`config.mk`:
```
export PLATFORM = sky130hd
export DESIGN_NAME = mem_arbiter
export DESIGN_NICKNAME = d
export VERILOG_FILES = /design/src/rtl/mem_arbiter.sv
export SDC_FILE = /design/constraint.sdc
export NUM_CORES = 1
export LEC_CHECK = 0
export BUFFER_PORTS_ARGS = -buffer_cell sky130_fd_sc_hd__buf_2
export CAP_MARGIN = 20
export CORE_MARGIN = 3
export CORE_UTILIZATION = 49
export DETAILED_ROUTE_END_ITERATION = 7
export PLACE_DENSITY = 0.83
export SYNTH_ARGS = -nofsm -noshare
export SYNTH_HDL_FRONTEND = slang
export SYNTH_SLANG_ARGS = --single-unit
```
`constraint.sdc`:
```
create_clock -name CLK -period 4 [get_ports CLK]
set_clock_uncertainty 0.2 [all_clocks]
set_input_delay 0.6 -clock CLK [delete_from_list [all_inputs] [get_ports CLK]]
set_output_delay 0.6 -clock CLK [all_outputs]
set_load 0.02 [all_outputs]
```
`src/rtl/mem_arbiter.sv`:
```
// Arbiter sharing one single-port memory between instruction fetch and data access.
// Data has priority; fetch is guaranteed a grant after STARVE_LIM consecutive data wins.
module mem_arbiter #(
    parameter int ADDR_W     = 32,
    parameter int DATA_W     = 32,
    parameter int LAT        = 2,
    parameter int STARVE_LIM = 3
) (
    input  logic              CLK,
    input  logic              RST,
    input  logic              i_req,
    input  logic [ADDR_W-1:0] i_addr,
    output logic              i_ack,
    output logic [DATA_W-1:0] i_rdata,
    input  logic              d_req,
    input  logic              d_we,
    input  logic [ADDR_W-1:0] d_addr,
    input  logic [DATA_W-1:0] d_wdata,
    output logic              d_ack,
    output logic [DATA_W-1:0] d_rdata,
    output logic              m_en,
    output logic              m_we,
    output logic [ADDR_W-1:0] m_addr,
    output logic [DATA_W-1:0] m_wdata,
    input  logic [DATA_W-1:0] m_rdata,
    output logic              busy,
    output logic              grant
);

    localparam logic [1:0] S_IDLE   = 2'd0;
    localparam logic [1:0] S_ACCESS = 2'd1;
    localparam logic [1:0] S_WAIT   = 2'd2;
    localparam logic [1:0] S_RESP   = 2'd3;

    localparam int CNT_W = $clog2(LAT + 1);
    localparam int SC_W  = $clog2(STARVE_LIM + 1);

    logic [1:0]        r_state;
    logic [CNT_W-1:0]  r_wcnt;
    logic [SC_W-1:0]   r_starve;
    logic              r_grant;
    logic              r_we;
    logic [ADDR_W-1:0] r_addr;
    logic [DATA_W-1:0] r_wdata;
    logic [DATA_W-1:0] r_irdata;
    logic [DATA_W-1:0] r_drdata;

    logic              w_data_win;
    logic              w_any_req;

    // Fetch only overrides a competing data request once the starvation limit is reached
    assign w_data_win = d_req && (!i_req || (r_starve != SC_W'(STARVE_LIM)));
    assign w_any_req  = i_req || d_req;

    always_ff @(posedge CLK) begin
        if (RST) begin
            r_state  <= S_IDLE;
            r_wcnt   <= '0;
            r_starve <= '0;
            r_grant  <= 1'b0;
            r_we     <= 1'b0;
            r_addr   <= '0;
            r_wdata  <= '0;
            r_irdata <= '0;
            r_drdata <= '0;
        end else begin
            case (r_state)
                S_IDLE: begin
                    if (w_any_req) begin
                        r_grant <= w_data_win;
                        r_addr  <= w_data_win ? d_addr : i_addr;
                        r_we    <= w_data_win && d_we;
                        if (w_data_win) begin
                            r_wdata <= d_wdata;
                        end
                        if (w_data_win && i_req) begin
                            if (r_starve != SC_W'(STARVE_LIM)) begin
                                r_starve <= r_starve + 1'b1;
                            end
                        end else begin
                            r_starve <= '0;
                        end
                        r_state <= S_ACCESS;
                    end
                end
                S_ACCESS: begin
                    if (r_we) begin
                        r_state <= S_RESP;
                    end else begin
                        r_wcnt  <= CNT_W'(LAT);
                        r_state <= S_WAIT;
                    end
                end
                S_WAIT: begin
                    r_wcnt <= r_wcnt - 1'b1;
                    // Memory data is valid in the last wait cycle only
                    if (r_wcnt == CNT_W'(1)) begin
                        if (r_grant) begin
                            r_drdata <= m_rdata;
                        end else begin
                            r_irdata <= m_rdata;
                        end
                        r_state <= S_RESP;
                    end
                end
                S_RESP: begin
                    r_state <= S_IDLE;
                end
                default: begin
                    r_state <= S_IDLE;
                end
            endcase
        end
    end

    assign m_en    = (r_state == S_ACCESS);
    assign m_we    = r_we;
    assign m_addr  = r_addr;
    assign m_wdata = r_wdata;
    assign busy    = (r_state != S_IDLE);
    assign grant   = r_grant;
    assign i_ack   = (r_state == S_RESP) && !r_grant;
    assign d_ack   = (r_state == S_RESP) && r_grant;
    assign i_rdata = r_irdata;
    assign d_rdata = r_drdata;

endmodule

```
# Word-level counts from Yosys, hierarchy flattened
# Cells that the tools add are included.
dict set report totals {
  elab_cells 49
  input_bits 133
  out_inout_bits 134
  ff_bits 136
}
dict set report op_classes {
  bitwise_logic 1
  reduce_logical 19
  add_sub_neg 2
  mux 9
  n_eq_ne 9
}
# cell n
set ops {}
lappend ops {{32-bit 2-to-1 mux} 1}
lappend ops {{3-bit AND reduction} 4}
lappend ops {{2-bit 2-to-1 mux} 5}
lappend ops {{2-bit != test, second input constant} 4}
lappend ops {{2-bit one-hot mux with 4 select lines} 1}
lappend ops {{2-bit AND reduction} 3}
lappend ops {{1-bit logical AND} 5}
lappend ops {{2-bit by 1-bit equality test with 1-bit output, second input constant} 2}
lappend ops {{2-bit equality test, second input constant} 2}
lappend ops {{2-bit one-hot mux with 2 select lines} 1}
lappend ops {{2-bit nonzero test} 2}
lappend ops {{2-bit by 1-bit adder with 2-bit output, second input constant} 1}
lappend ops {{1-bit zero test} 2}
lappend ops {{2-bit zero test} 1}
lappend ops {{1-bit logical OR} 2}
lappend ops {{2-bit by 1-bit != test with 1-bit output, second input constant} 1}
lappend ops {{2-bit by 1-bit subtractor with 2-bit output, second input constant} 1}
lappend ops {{1-bit 2-to-1 mux} 1}
lappend ops {{1-bit NOT} 1}

# Longest topological paths before layout
dict set report logic_depth {
  depth_word 6
  mapped_depth 7
  mapped_depth_nobuf 5
}

# Worst setup path after synthesis
# No wires, ideal clock.
dict set report synth_path {
  path_type {flip-flop to output port}
  startpoint {reg r_state[0]}
  endpoint {out busy}
  stages_incl_launch_ff 6
  arrival_ps 1236
  n_path_buf 2
  setup_slack_ps 1964
  required_time_ps 3200
  cell_sequence {dfxtp_1 -> inv_1 -> ha_1 -> buf_4 -> clkinv_1 -> clkbuf_1}
}
dict set report synth_via {
  elab_chain_cells 1
}
# item line_no
set synth_lines {}
lappend synth_lines {{start, declared} 38} ;# logic [1:0] r_state;
lappend synth_lines {{start signal, assigned} 57} ;# r_state <= S_IDLE;
lappend synth_lines {{start signal, assigned} 83} ;# r_state <= S_ACCESS;
lappend synth_lines {{start signal, assigned} 88} ;# r_state <= S_RESP;
lappend synth_lines {{2-bit nonzero test} 120} ;# assign busy = (r_state != S_IDLE);
lappend synth_lines {{end, declared} 26} ;# output logic busy,
# Every way passes these cells.

# Worst setup path after layout
# Ends and elaborated chain as after synthesis.

==> qor.txt <==
Status -> finished clean
Register bit total from synthesis -> 136
Post-CTS resize count -> 0
H-Tree Depth -> 4
Syn Area/Cell -> 8.16 um^2
Drt wl/cell -> 14.9 um
Row cnt -> 37
Number of inserted diodes -> 0
Cts hold-fix bufs -> 0
Largest net degree at the start of global routing -> 98
Post-route antenna net violation count -> 0
Clock transition at the registers of the reported paths -> 0.06 ns
Area delta synth->final -> 35.9%
Post-CTS setup buffers -> 0
FMAX -> 367 MHz
Final setup vio count -> 0
Kind of start point of the critical path -> flop
RSZ-0062 raised after global routing -> no
Critical Path Sink Type -> primary output
Clock tree buffer depth -> 2
Number of max-cap violations -> 0
Hold depth -> 2
Port Buffers -> 266
Layout cells sized above 1 -> 35.3%
Worst hold margin -> 0.117 ns
Cts bufs inserted -> 17
Hold Path Class -> input pin to flop
Core footprint -> 10,400 um^2
Syn nets -> 783
Synth cell types -> 37
Final Critical Period -> 2.73 ns
CTS sink count -> 136
Routed WL -> 15,300 um
Boundary pin count -> 267
All-layer global routing usage -> 24.4%
PwrDens -> 602 nW/um^2
Sequential area share after synthesis -> 51.8%
Leakage power -> 3.40 nW
Clock Latency Late Sink -> 0.49 ns
Congestion Overflow GR -> 0
Starting Density -> 50.7%
Die Wd -> 110 um
Drc violations -> 0
Placed wire-length estimate -> 10,900 um
Vias in the first global route -> 4,900
Routed vias -> 5,490
Drt first-iter violations -> 425
Pre-Repair DR Iteration Count -> 5
Setup TNS -> 0 ns
Synth warnings -> 0
Number of fill cells -> 913
CTS tree -> done
Cell count after synthesis -> 644
Max-slew violations -> 0
WP data required -> 3.20 ns
Die extent in y -> 110 um
First-pass GRT wire length -> 23,300 um
Root Buffer -> clkbuf_8
Fin. Hold Viols -> 0
Die ar. -> 12,000 um^2
Cell Area, Synth -> 5260 um^2
R2R cell count -> 5
Kind of critical path -> flop to primary output
Maximum VDD drop -> 345 uV
Antenna violations before repair -> 0
GPL Wtd Cong -> 0.804
Vias per inst -> 5.31
Worst-path fanout max -> 22
Rel. slew slack -> 32.4%
Final nets -> 1,023
WP data arrival -> 1.93 ns
Worst-Margin Slew -> 1.01 ns
Post-route clock period utilization -> 68.2%
worst max-delay path, cell delays in order, from the launching register on:
cell and delay [ns]:
dfxtp_1 0.33, inv_1 0.11, ha_1 0.43, clkinv_1 0.15, buf_4 0.23, buf_2 0.18
report_power, final:
group          leakage, nW  switching [mW]  internal, mW
Combinational         2.04           0.807         0.414
Sequential            1.11           0.101          1.55
Clock                0.258           0.587         0.848
Total                 3.40            1.49          2.81
cell usage after synthesis:
cell	count	area share, %
a2111oi_0	2	0.33
a211oi_1	8	1.1
a21bo_1	1	0.19
a21boi_1	1	0.14
a21oi_1	142	14
a22oi_1	1	0.14
a31o_1	7	1.2
a31o_2	6	1.0
a32oi_1	1	0.17
and2_1	2	0.24
and3_1	1	0.12
and3b_1	1	0.17
buf_1	1	0.071
buf_2	20	1.9
buf_4	4	0.57
buf_6	2	0.43
clkbuf_1	30	2.1
clkinv_1	2	0.14
dfxtp_1	136	52
ha_1	6	1.4
inv_1	5	0.36
mux2i_1	1	0.19
nand2_1	164	12
nand3_1	20	1.9
nand3b_1	1	0.14
nand4_1	1	0.12
nand4b_1	1	0.17
nor2_1	12	0.86
nor2b_1	1	0.12
nor3_1	1	0.095
o211a_1	13	2.5
o21a_1	1	0.14
o21ai_0	45	4.3
o21ai_2	1	0.17
o311a_1	1	0.19
o32ai_1	1	0.17
or3_1	1	0.12
cell usage in the layout (no fill, tap or decap), drive strengths merged:
master    Yosys  layout
a2111oi       2       2
a211oi        8       8
a21bo         1       1
a21boi        1       1
a21oi       142     142
a22oi         1       1
a31o         13      13
a32oi         1       1
and2          2       2
and3          1       1
and3b         1       1
buf          27     278
bufinv        0       1
clkbuf       30      20
clkinv        2       6
clkinvlp      0       4
dfxtp       136     136
ha            6       6
inv           5       8
mux2i         1       1
nand2       164     164
nand3        20      20
nand3b        1       1
nand4         1       1
nand4b        1       1
nor2         12      12
nor2b         1       1
nor3          1       1
o211a        13      13
o21a          1       1
o21ai        46      46
o311a         1       1
o32ai         1       1
or3           1       1
sequential cells by signal (all words and copies together) (netlist names):
| name | count |
|---|---|
| i_rdata | 32 |
| grant | 1 |
| r_state | 2 |
| m_wdata | 32 |
| d_rdata | 32 |
| m_addr | 32 |
| r_wcnt | 2 |
| r_starve | 2 |
| m_we | 1 |
worst paths after layout:
kind / from / endpoint / slack (ns)
worst max-delay path: r_state[0] / busy / 1.27
worst min-delay path: d_wdata[9] / m_wdata[9] / 0.12
worst max register to register: r_state[0] / m_addr[27] / 1.57
worst min register to register: i_rdata[0] / i_rdata[0] / 0.25
per-layer routing:
layer	GRT usage, %	up-vias	part of all wire [%]
met5	0	-	0
met4	9.35	0	2.1
met3	6.52	29	8.3
met2	41.8	248	50
met1	29.3	2526	40
li1	-	2687	-
area by class of cell:
cell class	instances	area [um^2]	area share, %
inverter	7	26.3	0.368
multi-input combinational	444	2250	31.5
sequential	136	2720	38.1
timing repair buffer	278	1420	19.9
clock inverter	12	118	1.65
clock buffer	20	435	6.09
tap	136	170	2.38
stage by stage:
stage / power, mW / utilization (%) / worst slack [ns] / cell area (um^2) / cells
2_1_floorplan: 2.48 / - / 1.96 / 5260 / 644
3_3_place_gp: 2.87 / 63.6 / 1.64 / 6590 / 1001
3_5_place_dp: 2.89 / 63.6 / 1.58 / 6590 / 1001
4_1_cts: 4.33 / 68.9 / 1.23 / 7140 / 1033
5_1_grt: 4.54 / 68.9 / 1.11 / 7140 / 1033
6_report: 4.30 / 68.9 / 1.27 / 7140 / 1033
kinds of logic after synthesis:
group | after synthesis | share of synthesized area (%)
fa+ha+maj | 6 | 1.43
mux | 1 | 0.190
compound gates | 231 | 25.2
simple gates | 206 | 15.8
flops | 136 | 51.8
buf+inv | 64 | 5.62
Note: power is estimated with default switching activity, not from simulation.
